### config.mk
export PLATFORM = sky130hd
export DESIGN_NAME = mem_copy_engine
export DESIGN_NICKNAME = d
export VERILOG_FILES = /design/src/rtl/mem_copy_engine.sv
export SDC_FILE = /design/constraint.sdc
export NUM_CORES = 1
export LEC_CHECK = 0
export CAP_MARGIN = 20
export CORE_ASPECT_RATIO = 1.1
export CORE_MARGIN = 3
export CORE_UTILIZATION = 55
export CTS_BUF_LIST = sky130_fd_sc_hd__clkbuf_16
export CTS_CLUSTER_SIZE = 30
export DETAILED_ROUTE_END_ITERATION = 6
export PLACE_DENSITY = 0.91
export SLEW_MARGIN = 20
export SYNTH_ARGS = -nofsm -noshare
export SYNTH_HDL_FRONTEND = slang
export SYNTH_SLANG_ARGS = --single-unit
### constraint.sdc
create_clock -name clk -period 11.2 [get_ports clk]
set_input_delay 1.68 -clock clk [delete_from_list [all_inputs] [get_ports clk]]
set_output_delay 1.68 -clock clk [all_outputs]
set_load 0.02 [all_outputs]
### src/rtl/mem_copy_engine.sv
// mem_copy_engine
//   Copies `len` consecutive words from src_addr to dst_addr over a single
//   request/response memory port. Each word is read, its response is
//   captured, and it is written back out before the next read starts. This
//   gives strict ascending, word-at-a-time semantics for overlapping regions.
//
// Ports
//   clk, reset        single clock; synchronous active-high reset
//   start             copy request, only looked at while idle
//   src_addr/dst_addr first source / destination word address
//   len               number of words (0 = finish immediately, no traffic)
//   busy, done        busy outside IDLE; done is a one-cycle completion pulse
//   mem_req_*         request channel (valid/ready handshake, write byte mask,
//                     mask 0 = read)
//   mem_resp_*        read response, one per accepted read
//   checksum          only with MEM_COPY_CHECKSUM_EN: the sum of the words
//                     copied, modulo 2^CPU_WIDTH
//
// Configuration macro: MEM_COPY_CHECKSUM_EN (adds the checksum output)
// All outputs are registered and computed from the next state.

`ifndef CPU_INST_BITS
`define CPU_INST_BITS 32
`endif
`ifndef CPU_ADDR_BITS
`define CPU_ADDR_BITS 32
`endif
`ifndef ceilLog2
`define ceilLog2(x) ($clog2(x))
`endif

module mem_copy_engine #(
    parameter int CPU_WIDTH      = `CPU_INST_BITS,
    parameter int WORD_ADDR_BITS = `CPU_ADDR_BITS - `ceilLog2(`CPU_INST_BITS/8),
    parameter int LEN_BITS       = 16
) (
    input  logic                      clk,
    input  logic                      reset,
    input  logic                      start,
    input  logic [WORD_ADDR_BITS-1:0] src_addr,
    input  logic [WORD_ADDR_BITS-1:0] dst_addr,
    input  logic [LEN_BITS-1:0]       len,
    output logic                      busy,
    output logic                      done,
    output logic                      mem_req_valid,
    input  logic                      mem_req_ready,
    output logic [WORD_ADDR_BITS-1:0] mem_req_addr,
    output logic [CPU_WIDTH-1:0]      mem_req_data,
    output logic [3:0]                mem_req_write,
`ifdef MEM_COPY_CHECKSUM_EN
    output logic [CPU_WIDTH-1:0]      checksum,
`endif
    input  logic                      mem_resp_valid,
    input  logic [CPU_WIDTH-1:0]      mem_resp_data
);

    typedef enum logic [2:0] {
        IDLE,
        RD_REQ,
        RD_WAIT,
        WR_REQ,
        FINISH
    } state_t;

    state_t                    state_q, state_d;
    logic [WORD_ADDR_BITS-1:0] src_q, src_d;
    logic [WORD_ADDR_BITS-1:0] dst_q, dst_d;
    logic [LEN_BITS-1:0]       len_q, len_d;
    logic [LEN_BITS-1:0]       count_q, count_d;
    logic [LEN_BITS-1:0]       next_count;
    logic [WORD_ADDR_BITS-1:0] addr_q, addr_d;
    logic [CPU_WIDTH-1:0]      data_q, data_d;
    logic                      busy_q, busy_d;
    logic                      done_q, done_d;
    logic                      valid_q, valid_d;
    logic [3:0]                write_q, write_d;
`ifdef MEM_COPY_CHECKSUM_EN
    logic [CPU_WIDTH-1:0]      csum_q, csum_d;
`endif

    always_comb begin
        state_d    = state_q;
        src_d      = src_q;
        dst_d      = dst_q;
        len_d      = len_q;
        count_d    = count_q;
        addr_d     = addr_q;
        data_d     = data_q;
`ifdef MEM_COPY_CHECKSUM_EN
        csum_d     = csum_q;
`endif
        next_count = count_q + 1'b1;

        case (state_q)
            IDLE: begin
                if (start) begin
`ifdef MEM_COPY_CHECKSUM_EN
                    csum_d = '0;
`endif
                    if (len != '0) begin
                        src_d   = src_addr;
                        dst_d   = dst_addr;
                        len_d   = len;
                        count_d = '0;
                        addr_d  = src_addr;
                        state_d = RD_REQ;
                    end else begin
                        state_d = FINISH;
                    end
                end
            end
            // Address is already registered, so it stays put while stalled.
            RD_REQ: begin
                if (mem_req_ready) begin
                    state_d = RD_WAIT;
                end
            end
            RD_WAIT: begin
                if (mem_resp_valid) begin
                    data_d  = mem_resp_data;
                    addr_d  = dst_q + WORD_ADDR_BITS'(count_q);
`ifdef MEM_COPY_CHECKSUM_EN
                    csum_d  = csum_q + mem_resp_data;
`endif
                    state_d = WR_REQ;
                end
            end
            WR_REQ: begin
                if (mem_req_ready) begin
                    count_d = next_count;
                    if (next_count == len_q) begin
                        state_d = FINISH;
                    end else begin
                        // Address arithmetic wraps naturally at WORD_ADDR_BITS.
                        addr_d  = src_q + WORD_ADDR_BITS'(next_count);
                        state_d = RD_REQ;
                    end
                end
            end
            FINISH: begin
                state_d = IDLE;
            end
            default: begin
                state_d = IDLE;
            end
        endcase

        // Registered outputs are a pure decode of the state being entered.
        valid_d = (state_d == RD_REQ) || (state_d == WR_REQ);
        write_d = (state_d == WR_REQ) ? 4'hF : 4'h0;
        busy_d  = (state_d != IDLE);
        done_d  = (state_d == FINISH);
    end

    always_ff @(posedge clk) begin
        if (reset) begin
            state_q <= IDLE;
            count_q <= '0;
            busy_q  <= 1'b0;
            done_q  <= 1'b0;
            valid_q <= 1'b0;
            write_q <= 4'h0;
`ifdef MEM_COPY_CHECKSUM_EN
            csum_q  <= '0;
`endif
        end else begin
            state_q <= state_d;
            count_q <= count_d;
            busy_q  <= busy_d;
            done_q  <= done_d;
            valid_q <= valid_d;
            write_q <= write_d;
`ifdef MEM_COPY_CHECKSUM_EN
            csum_q  <= csum_d;
`endif
        end
        // Operand and data registers are only meaningful while busy, so
        // they are left out of reset.
        src_q  <= src_d;
        dst_q  <= dst_d;
        len_q  <= len_d;
        addr_q <= addr_d;
        data_q <= data_d;
    end

    assign busy          = busy_q;
    assign done          = done_q;
    assign mem_req_valid = valid_q;
    assign mem_req_write = write_q;
    assign mem_req_addr  = addr_q;
    assign mem_req_data  = data_q;
`ifdef MEM_COPY_CHECKSUM_EN
    assign checksum      = csum_q;
`endif

endmodule
==> out/metrics.cfg <==
[critical_path]
cp_num_buf_inv=0
cpMostUsedCell=ha_1
cp_cell_sequence=ha_1 > nand3_1 > xnor2_1 > ha_1 > o21ai_0 > nand2b_1 > a311oi_2 > o21ai_1 > a221o_1 > a2111oi_0 > nand2_1
slowest_stage=dfxtp_1
critPathCaptureType=flop
cp-start-kind=flop
worst_ep_required_time_ns=11.36
crit_fanout=9
crit_type=reg -> reg
cpPeakStageDelay_ns=0.51
worstPathArrival_ns=4.27
crit_family=compound AO/OA/AOI/OAI gates

[placed_design]
globalplace.congestion=0.923
io_buffers=181
dp_hpwl_um=15900
dp.cells=1093

[yosys]
synth_cell_types=75
synth_common_cells=edfxtp_1 (138), nand2_1 (68), nor2_1 (46)
synth_top_area_cell=edfxtp_1
synthCells=741
ys_top_cells_by_area=edfxtp_1 (49%), dfxtp_1 (5.4%), ha_1 (5.3%)
syn-num-nets=892
synthMostInstantiatedCell=edfxtp_1
synth_top_cell_area_share_pct=48.7
yosys_warnings=0
yosys_register_bits=161
ys.flop_type=edfxtp_1
syn_area_per_cell_um2=11.5
synth-edff-count=138
ys_seq_area_share_pct=54.1
synth.cell_area_um2=8520
synthArstFlopShare_pct=0

[die]
die_w_um=125
num_rows=47
start_util_pct=56.4
dieArea_um2=17000
core_um2=15100
ioPinCount=182
fp.dieH_um=137

[route]
vias_per_cell=6.11
dr.pass1.iters=5
final_antenna_net_count=0
drtIter0Drc=516
vias=6869
post_drt_wl_per_cell_um=19.4
drt_wl_total_um=21800
remaining_drc_errors=0

[clock_tree]
cts_tree=built
root_buffer=clkbuf_16
ctsResizeCount=0
clk_pin_slew_ns=0.07
cts_sinks=161
clk_latency_ns=0.44
post_cts_buffers=0
hold_buffers=0
numCtsBuffers=17
clockBufferDepth=2
cts.htree.levels=4

[sta]
setup_viol=0
period_minus_slack_ns=4.11
clock.fmax_ghz=0.243
hold_viol=0
worst_hold_slack_ns=0.593
drv_slew=0
tightest_slew_ns=0.965
grt_setup_unrepaired=false
maxSlewHeadroom_pct=35.1
fin_setup_tns_ns=0
fin_worst_skew_ns=0.0113
finalCritPeriodShare_pct=36.7

[power]
power.share.clock_pct=37.5
peakVddDrop_uv=105
p_sw_share_pct=26.2
p_total_uw=1570
p_per_area_nw_per_um2=142
combPwrFrac_pct=15.6
p_leak_uw=0.00407
p_int_uw=1160
p_seq_share_pct=46.9
netSwitchingPower_uw=413

[global_route]
grt_pass1_wl_um=34500
overflow=0
grt_pass1_vias=6588
antenna_found_initial=0
grt_max_degree=55
track_usage_pct=25.9

[flow_run]
cap_violations=0

[run_status]
status=finished, final reports clean

[finish]
fillers=980
area_growth_pct=29.8
drive_gt1_share_pct=6.57
nNetsFinal=1067
diodes=0
final_cells=1125

[min_path]
hp-class=reg -> reg

[through the flow]
stage / util (%) / instance area [um2] / worst slack (ns)
after CTS: 73.1 / 11100 / 7.14
after global routing: 73.2 / 11100 / 6.78
final: 73.2 / 11100 / 7.09
after floorplan: - / 8520 / 5.27
after detailed placement: 69.2 / 10500 / 6.90
after global placement: 69.2 / 10500 / 7.08
[worst register-to-register path, delay by kind of cell (launching register included)]
kind	cells	cell delay [ns]
AO/OA/AOI/OAI	5	1.75
AND/OR/NAND/NOR	3	0.47
flip-flops	1	0.51
adder cells (fa/ha/maj)	2	0.74
XOR/XNOR	1	0.39
[final cells by class]
type	count	area [um2]	area share (%)
sequential	161	4600	41.6
tap	196	245	2.22
multi-input combinational	535	3700	33.5
clock inverter	15	174	1.57
inverter	15	56.3	0.509
clock buffer	17	425	3.85
timing repair buffer	186	1850	16.7
[path summary, 6_finish.rpt]
kind	startpoint	to	slack, ns	cells after the start
hold reg to reg	count_q[11]$_SDFFE_PP0P_	count_q[11]$_SDFFE_PP0P_	0.59	2
hold / removal	count_q[11]$_SDFFE_PP0P_	count_q[11]$_SDFFE_PP0P_	0.59	2
setup / recovery	count_q[0]$_SDFFE_PP0P_	mem_req_addr[23]$_DFFE_PP_	7.09	11
setup reg to reg	count_q[0]$_SDFFE_PP0P_	mem_req_addr[23]$_DFFE_PP_	7.09	11
[placed cells by master (no fill, tap or decap), types with 6 or more instances in the layout]
cell type          n
nand4_1           14
o221ai_1           8
o21ai_0           43
a21oi_1           42
dfxtp_1           23
a31oi_1            6
ha_1              36
and2_1             6
nor4_1            12
a21o_1            10
a22oi_1           13
nor2_1            45
inv_1             15
nand3_1           25
xor2_1            40
nand2_1           68
xnor2_1           21
nor3_1             8
and3_1            12
o211ai_1          12
mux2i_1            9
clkbuf_16         17
clkdlybuf4s50_1  181
edfxtp_1         138
a211oi_1          10
[sequential cells by signal, summed over array words and instances, names as in the netlist]
| register | cells |
|---|---|
| busy | 1 |
| count_q | 16 |
| done | 1 |
| dst_q | 30 |
| len_q | 16 |
| mem_req_addr | 30 |
| mem_req_data | 32 |
| mem_req_valid | 1 |
| mem_req_write | 1 |
| src_q | 30 |
| state_q | 3 |
[power groups by stage]
stage | clock (uW) | sequential [uW] | combinational, uW
3_3_place_gp | 0 | 747 | 236
6_report | 590 | 738 | 245
2_1_floorplan | 0 | 775 | 98.0
3_5_place_dp | 0 | 749 | 241
5_1_grt | 630 | 742 | 263
4_1_cts | 597 | 737 | 244
[kinds of logic after synthesis]
kind of cell	Yosys count	synth area share, %
multiplexers	12	1.45
adder cells (fa/ha/maj)	38	5.76
AND/OR/NAND/NOR	232	14.1
flip-flops	161	54.1
AO/OA/AOI/OAI	188	14.7
XOR/XNOR	65	7.32
buffers and inverters	45	2.67
[per-layer routing]
metal,GRT usage (%),share of wire [%],vias up
met3,5.46,8.0,46
met1,33.5,40,3241
li1,-,-,3204
met2,44.1,50,378
met5,0,0,-
met4,8.16,2.2,0
Power figures use the tool's default switching activity.
